`src/rtl/btn_pkg.sv`:
```
// Shared types, defaults and sizing helper for the push-button conditioner.
package btn_pkg;

  typedef enum logic [1:0] {
    IDLE,
    PRESS_CHK,
    DOWN,
    REL_CHK
  } btn_state_t;

  localparam int unsigned DEF_NBTN            = 2;
  localparam int unsigned DEF_DEBOUNCE_CYCLES = 250000;
  localparam int unsigned DEF_REPEAT_DELAY    = 25000000;
  localparam int unsigned DEF_REPEAT_PERIOD   = 5000000;

  function automatic int unsigned cnt_width(input int unsigned n);
    return (n < 1) ? 1 : $clog2(n + 1);
  endfunction

endpackage

```
`src/rtl/btn_conditioner_if.sv`:
```
// Button bundle between the raw inputs and the conditioned press/release/level outputs.
interface btn_conditioner_if
  import btn_pkg::*;
#(
  parameter int unsigned NBTN = DEF_NBTN
);
  logic [NBTN-1:0] btn;
  logic [NBTN-1:0] btn_level;
  logic [NBTN-1:0] btn_press;
  logic [NBTN-1:0] btn_release;
  logic            btn_any;

  modport master (output btn, input btn_level, btn_press, btn_release, btn_any);
  modport slave  (input btn, output btn_level, btn_press, btn_release, btn_any);
endinterface

```
`src/rtl/btn_debounce_ch.sv`:
```
// One button channel: 2-flop synchroniser, debounce FSM and counter.
// Auto-repeat counter present only when BTN_AUTOREPEAT_EN is defined.
module btn_debounce_ch
  import btn_pkg::*;
#(
  parameter int unsigned DEBOUNCE_CYCLES = DEF_DEBOUNCE_CYCLES,
  parameter int unsigned REPEAT_DELAY    = DEF_REPEAT_DELAY,
  parameter int unsigned REPEAT_PERIOD   = DEF_REPEAT_PERIOD
) (
  input  logic clk,
  input  logic rst,
  input  logic btn,
  output logic level,
  output logic press,
  output logic rel
);
  localparam int unsigned CW = cnt_width(DEBOUNCE_CYCLES);

  if ((DEBOUNCE_CYCLES == 0) || (REPEAT_DELAY == 0) || (REPEAT_PERIOD == 0)) begin : g_param_err
    $error("btn_debounce_ch: cycle parameters must be >= 1");
  end

  logic          s1, s2;
  btn_state_t    state, state_n;
  logic [CW-1:0] cnt, cnt_n;
  logic          press_deb;

  always_ff @(posedge clk) begin
    if (rst) begin
      s1    <= 1'b0;
      s2    <= 1'b0;
      state <= IDLE;
      cnt   <= '0;
    end else begin
      s1    <= btn;
      s2    <= s1;
      state <= state_n;
      cnt   <= cnt_n;
    end
  end

  always_comb begin
    state_n   = state;
    cnt_n     = cnt;
    press_deb = 1'b0;
    rel       = 1'b0;
    case (state)
      IDLE: begin
        if (s2) begin
          state_n = PRESS_CHK;
          cnt_n   = '0;
        end
      end
      PRESS_CHK: begin
        if (!s2) begin
          state_n = IDLE;
        end else if (cnt == CW'(DEBOUNCE_CYCLES - 1)) begin
          state_n   = DOWN;
          press_deb = 1'b1;
        end else if (cnt != '1) begin
          cnt_n = cnt + 1'b1;
        end
      end
      DOWN: begin
        if (!s2) begin
          state_n = REL_CHK;
          cnt_n   = '0;
        end
      end
      REL_CHK: begin
        if (s2) begin
          state_n = DOWN;
        end else if (cnt == CW'(DEBOUNCE_CYCLES - 1)) begin
          state_n = IDLE;
          rel     = 1'b1;
        end else if (cnt != '1) begin
          cnt_n = cnt + 1'b1;
        end
      end
      default: state_n = IDLE;
    endcase
  end

  // Level follows the next state so the top's single output register lines it up with the pulses.
  assign level = (state_n == DOWN) || (state_n == REL_CHK);

`ifdef BTN_AUTOREPEAT_EN
  localparam int unsigned RMAX = (REPEAT_DELAY > REPEAT_PERIOD) ? REPEAT_DELAY : REPEAT_PERIOD;
  localparam int unsigned RW   = cnt_width(RMAX);

  logic [RW-1:0] rcnt, rcnt_n;
  logic          rphase, rphase_n;
  logic          press_rep;

  always_ff @(posedge clk) begin
    if (rst) begin
      rcnt   <= '0;
      rphase <= 1'b0;
    end else begin
      rcnt   <= rcnt_n;
      rphase <= rphase_n;
    end
  end

  // Clears only on a fresh press; REL_CHK leaves it untouched so a bounce resumes the schedule.
  always_comb begin
    rcnt_n    = rcnt;
    rphase_n  = rphase;
    press_rep = 1'b0;
    if ((state == PRESS_CHK) && (state_n == DOWN)) begin
      rcnt_n   = '0;
      rphase_n = 1'b0;
    end else if ((state == DOWN) && s2) begin
      if (!rphase && (rcnt == RW'(REPEAT_DELAY - 1))) begin
        press_rep = 1'b1;
        rphase_n  = 1'b1;
        rcnt_n    = '0;
      end else if (rphase && (rcnt == RW'(REPEAT_PERIOD - 1))) begin
        press_rep = 1'b1;
        rcnt_n    = '0;
      end else if (rcnt != '1) begin
        rcnt_n = rcnt + 1'b1;
      end
    end
  end

  assign press = press_deb | press_rep;
`else
  assign press = press_deb;
`endif

endmodule

```
`src/rtl/btn_conditioner.sv`:
```
// Push-button conditioner: per-channel debounce, highest-index press arbitration, registered outputs.
// Optional auto-repeat enabled by defining BTN_AUTOREPEAT_EN.
module btn_conditioner
  import btn_pkg::*;
#(
  parameter int unsigned NBTN            = DEF_NBTN,
  parameter int unsigned DEBOUNCE_CYCLES = DEF_DEBOUNCE_CYCLES,
  parameter int unsigned REPEAT_DELAY    = DEF_REPEAT_DELAY,
  parameter int unsigned REPEAT_PERIOD   = DEF_REPEAT_PERIOD
) (
  input logic               clk,
  input logic               rst,
  btn_conditioner_if.slave  bus
);
  logic [NBTN-1:0] level_n;
  logic [NBTN-1:0] press_raw;
  logic [NBTN-1:0] rel_raw;
  logic [NBTN-1:0] press_arb;

  for (genvar g = 0; g < NBTN; g++) begin : g_ch
    btn_debounce_ch #(
      .DEBOUNCE_CYCLES (DEBOUNCE_CYCLES),
      .REPEAT_DELAY    (REPEAT_DELAY),
      .REPEAT_PERIOD   (REPEAT_PERIOD)
    ) u_ch (
      .clk   (clk),
      .rst   (rst),
      .btn   (bus.btn[g]),
      .level (level_n[g]),
      .press (press_raw[g]),
      .rel   (rel_raw[g])
    );
  end

  // Highest index wins; lower simultaneous presses are dropped.
  always_comb begin
    press_arb = '0;
    for (int unsigned i = 0; i < NBTN; i++) begin
      if (press_raw[i]) begin
        press_arb    = '0;
        press_arb[i] = 1'b1;
      end
    end
  end

  always_ff @(posedge clk) begin
    if (rst) begin
      bus.btn_level   <= '0;
      bus.btn_press   <= '0;
      bus.btn_release <= '0;
      bus.btn_any     <= 1'b0;
    end else begin
      bus.btn_level   <= level_n;
      bus.btn_press   <= press_arb;
      bus.btn_release <= rel_raw;
      bus.btn_any     <= |level_n;
    end
  end

endmodule

```
`src/flat_wrapper.sv`:
```
// flat-port wrapper written by rule: the top's interface ports become plain ports
module btn_conditioner_flat import btn_pkg::*;
#(
  parameter int unsigned NBTN            = DEF_NBTN,
  parameter int unsigned DEBOUNCE_CYCLES = DEF_DEBOUNCE_CYCLES,
  parameter int unsigned REPEAT_DELAY    = DEF_REPEAT_DELAY,
  parameter int unsigned REPEAT_PERIOD   = DEF_REPEAT_PERIOD
)
  (clk, rst, bus_btn, bus_btn_level, bus_btn_press, bus_btn_release, bus_btn_any);
  btn_conditioner_if #(.NBTN(NBTN)) bus_i ();
  input logic clk;
  input logic rst;
  input wire logic [$bits(bus_i.btn)-1:0] bus_btn;
  output wire logic [$bits(bus_i.btn_level)-1:0] bus_btn_level;
  output wire logic [$bits(bus_i.btn_press)-1:0] bus_btn_press;
  output wire logic [$bits(bus_i.btn_release)-1:0] bus_btn_release;
  output wire logic [$bits(bus_i.btn_any)-1:0] bus_btn_any;
  assign bus_i.btn = bus_btn;
  assign bus_btn_level = bus_i.btn_level;
  assign bus_btn_press = bus_i.btn_press;
  assign bus_btn_release = bus_i.btn_release;
  assign bus_btn_any = bus_i.btn_any;
  btn_conditioner #(.NBTN(NBTN), .DEBOUNCE_CYCLES(DEBOUNCE_CYCLES), .REPEAT_DELAY(REPEAT_DELAY), .REPEAT_PERIOD(REPEAT_PERIOD)) u_core (.clk(clk), .rst(rst), .bus(bus_i));
endmodule
```
`config.mk`:
```
export PLATFORM = sky130hd
export DESIGN_NAME = btn_conditioner_flat
export DESIGN_NICKNAME = d
export VERILOG_FILES = /design/src/rtl/btn_pkg.sv /design/src/rtl/btn_conditioner_if.sv /design/src/rtl/btn_debounce_ch.sv /design/src/rtl/btn_conditioner.sv /design/src/flat_wrapper.sv
export SDC_FILE = /design/constraint.sdc
export NUM_CORES = 1
export LEC_CHECK = 0
export ABC_CLOCK_PERIOD_IN_PS = 3530
export CAP_MARGIN = 20
export CORE_MARGIN = 2
export CORE_UTILIZATION = 50
export DETAILED_ROUTE_END_ITERATION = 8
export DONT_BUFFER_PORTS = 1
export PLACE_DENSITY = 0.76
export SYNTH_ARGS = -nofsm -noshare
export SYNTH_HDL_FRONTEND = slang
export SYNTH_SLANG_ARGS = --single-unit
```
`constraint.sdc`:
```
create_clock -name clk -period 3.53 [get_ports clk]
set_input_delay 0.706 -clock clk [delete_from_list [all_inputs] [get_ports clk]]
set_output_delay 0.706 -clock clk [all_outputs]
set_load 0.02 [all_outputs]
```
==> reports/qor.txt <==
r2r startpoint - u_core.g_ch[0].u_ch.cnt[1]$_SDFFE_PP0P_
internal reg-to-reg setup slack - 1220 ps
I/O Buffers - 0
Flop pwr share - 58.4%
Synth top area share - 40.2%
maxcap violations - 0
Clk pin slew, worst setup/hold paths - 90 ps
Post-synth top cells - dfxtp_1, a21oi_1, o31ai_1, or4_1, nor2_1
area delta synth->final - 4.24%
drt total wl - 5.02 mm
CTS tree - yes
ys async rst share - 0%
share of layout cells above drive strength 1 - 7.34%
row count - 25
Clock Tree Root - clkbuf_8
vias in the first global route - 1875
combinational power share - 2.4%
setup_tns - 0 ps
# clock sinks - 51
fmax - 0.433 GHz
DRC violations left - 0
r2r endpoint - u_core.g_ch[0].u_ch.cnt[10]$_SDFFE_PP0P_
placed cell areas - 2540 um^2
Rel. slew slack - 47.1%
Internal - 0.791 mW
via count - 2182
GPL Wtd Cong - 0.842
DRT Pass-1 Iters - 5
Clock Power Share - 39.2%
hold crit path type - reg2reg
Worst EP arrival - 2510 ps
Die ar. - 5660 um^2
yosys warns - 0
R2R cell count - 6
Hold Path Depth - 1
synth top area cells - dfxtp_1, a21oi_1, o31ai_1
Final Setup Violations - 0
Max VDD drop - 0.315 mV
Sw Share - 20.5%
area leader, netlist - dfxtp_1
Setup Skew - 6.58 ps
final net count - 292
GRT overflow - 0
Chip Height - 75.3 um
cell area after layout - 2650 um^2
post-synth cell types - 51
vias per cell - 6.18
synthesized flop and latch total - 51
cts repair resizes - 0
crit path kind - reg2reg
initial antenna violation count - 0
first-pass GRT wire length - 8.65 mm
fin crit period - 2310 ps
proportion of synthesized chip area in sequential cells - 40.2%
Post-synth top flop - dfxtp_1
syn_nets - 300
post-DP HPWL - 3.40 mm
EDFF count, synth - 0
# Post-CTS Setup Buffers - 0
Die Wd - 75.3 um
wire per inst - 14.2 um
Hold Buf Count CTS - 0
Final Hold Vio Count - 0
GRT Total Usage - 19.4%
P_leak - 0.755 nW
Switch Pwr - 0.203 mW
DRT antenna net count - 0
total CTS buffers - 5
Core Footprint - 4820 um^2
pin count of the biggest net entering global routing - 31
required time worst endpoint - 3730 ps
hold wc startpoint - u_core.g_ch[0].u_ch.s1$_SDFF_PP0_
initial drt markers - 179
mean post-synth cell area - 8.63 um^2
H-tree depth - 2
unrepaired setup endpoints after global routing - false
worst slew pin tran - 794 ps
outcome - finished, final reports clean
Tcrit/Tclk final - 65.5%
Post-Synthesis Cells - 294
Netlist Area Pre-Place - 2540 um^2
Crit Path Max Fanout - 30
number of diodes - 0
Hold EP - u_core.g_ch[0].u_ch.s2$_SDFF_PP0_
count leader, synth - dfxtp_1
CTS max path bufs - 2
io pins - 11
Startpoint Class - register
worst skew pair latency - 300 ps
Initial Util - 52.7%
power per cell area - 376 nW/um^2
fin. max-slew vios - 0
CP endpoint kind - register
-- critical path, stage by stage, from the launching register on --
cell,delay (ps)
dfxtp_1,400
ha_1,240
nand3_1,150
and4b_1,350
a21o_1,660
nor3_1,140
a31o_2,260
-- power by group through the flow --
stage          Clock (mW)  Combinational [mW]  Sequential [mW]
4_1_cts             0.402              0.0238            0.581
3_5_place_dp            0              0.0237            0.594
5_1_grt             0.418              0.0267            0.582
6_report            0.390              0.0240            0.581
3_3_place_gp            0              0.0234            0.594
2_1_floorplan           0              0.0236            0.594
-- state kept, by name (all words and copies together), names as in the netlist --
| signal | flops |
|---|---|
| u_core.bus.btn_any | 1 |
| u_core.bus.btn_press | 2 |
| u_core.bus.btn_level | 2 |
| u_core.g_ch.u_ch.cnt | 36 |
| u_core.g_ch.u_ch.state | 4 |
| u_core.bus.btn_release | 2 |
| u_core.g_ch.u_ch.s2 | 2 |
| u_core.g_ch.u_ch.s1 | 2 |
-- placed cells by master, fill, tap and decap left out, types with 3 or more instances in the layout --
master     n
or4_1     20
nand3_1   15
and4_1     6
dfxtp_1   51
and2_1     5
nand2_1   14
and3_1     4
nand4_1   11
o21ai_0   11
o31ai_1   20
or3_1      4
nor4_1     7
or2_2      3
nor3_1     3
nor4b_1    4
nor2_1    19
nor2b_1    5
a21o_1     3
clkbuf_8   5
inv_1      3
xnor2_1    7
a21oi_1   35
-- layer usage --
metal	wire length (um)	part of all wire, %	GRT usage [%]	vias to the layer above
met5	0	0	0	-
met1	2550	51	29.6	1013
met2	2160	43	27.8	54
met3	257	5.1	3.21	5
met4	55	1.1	6.04	0
li1	-	-	-	1110
-- final cells by class --
class | instances | area, um^2
inverters | 3 | 11.3
well taps | 67 | 83.8
fillers | 448 | 2170
flip-flops and latches | 51 | 1020
repair buffers | 2 | 15.0
clock buffers | 5 | 68.8
multi-input cells | 223 | 1410
clock inverters | 2 | 37.5
-- cell families (layout without fill, tap and decap cells) --
group,count (synthesis),after routing,synth area share (%)
and+or+nand+nor,134,134,32.7
AOI/OAI and AO/OA,79,79,19.1
adders and majority gates,2,2,0.986
buffers and inverters,20,12,4.29
DFF,51,51,40.2
xor gates and xnor gates,8,8,2.76
-- through the flow --
| stage | hold slack [ps] | total power, mW | std cells | util (%) | setup WS [ps] |
|---|---|---|---|---|---|
| 2_1_floorplan | 414 | 0.617 | 294 | - | 1610 |
| 3_3_place_gp | 417 | 0.618 | 346 | 52.7 | 1300 |
| 3_5_place_dp | 429 | 0.618 | 346 | 52.7 | 1250 |
| 4_1_cts | 446 | 1.01 | 353 | 54.9 | 1230 |
| 5_1_grt | 453 | 1.03 | 353 | 54.9 | 1030 |
| 6_report | 439 | 0.994 | 353 | 54.9 | 1220 |
-- worst max path at each step --
stage                                       startpoint                                        to  depth (start not counted)  slack, ps
4_1_cts        u_core.g_ch[0].u_ch.cnt[0]$_SDFFE_PP0P_   u_core.g_ch[0].u_ch.cnt[9]$_SDFFE_PP0P_                          6       1230
2_1_floorplan  u_core.g_ch[0].u_ch.cnt[0]$_SDFFE_PP0P_  u_core.g_ch[0].u_ch.cnt[17]$_SDFFE_PP0P_                          7       1610
6_report       u_core.g_ch[0].u_ch.cnt[1]$_SDFFE_PP0P_  u_core.g_ch[0].u_ch.cnt[10]$_SDFFE_PP0P_                          6       1220
5_1_grt        u_core.g_ch[1].u_ch.cnt[0]$_SDFFE_PP0P_  u_core.g_ch[1].u_ch.cnt[10]$_SDFFE_PP0P_                          7       1030
3_3_place_gp   u_core.g_ch[0].u_ch.cnt[0]$_SDFFE_PP0P_   u_core.g_ch[0].u_ch.cnt[3]$_SDFFE_PP0P_                          6       1300
3_5_place_dp   u_core.g_ch[0].u_ch.cnt[0]$_SDFFE_PP0P_  u_core.g_ch[0].u_ch.cnt[17]$_SDFFE_PP0P_                          6       1250
Power figures use the tool's default switching activity.
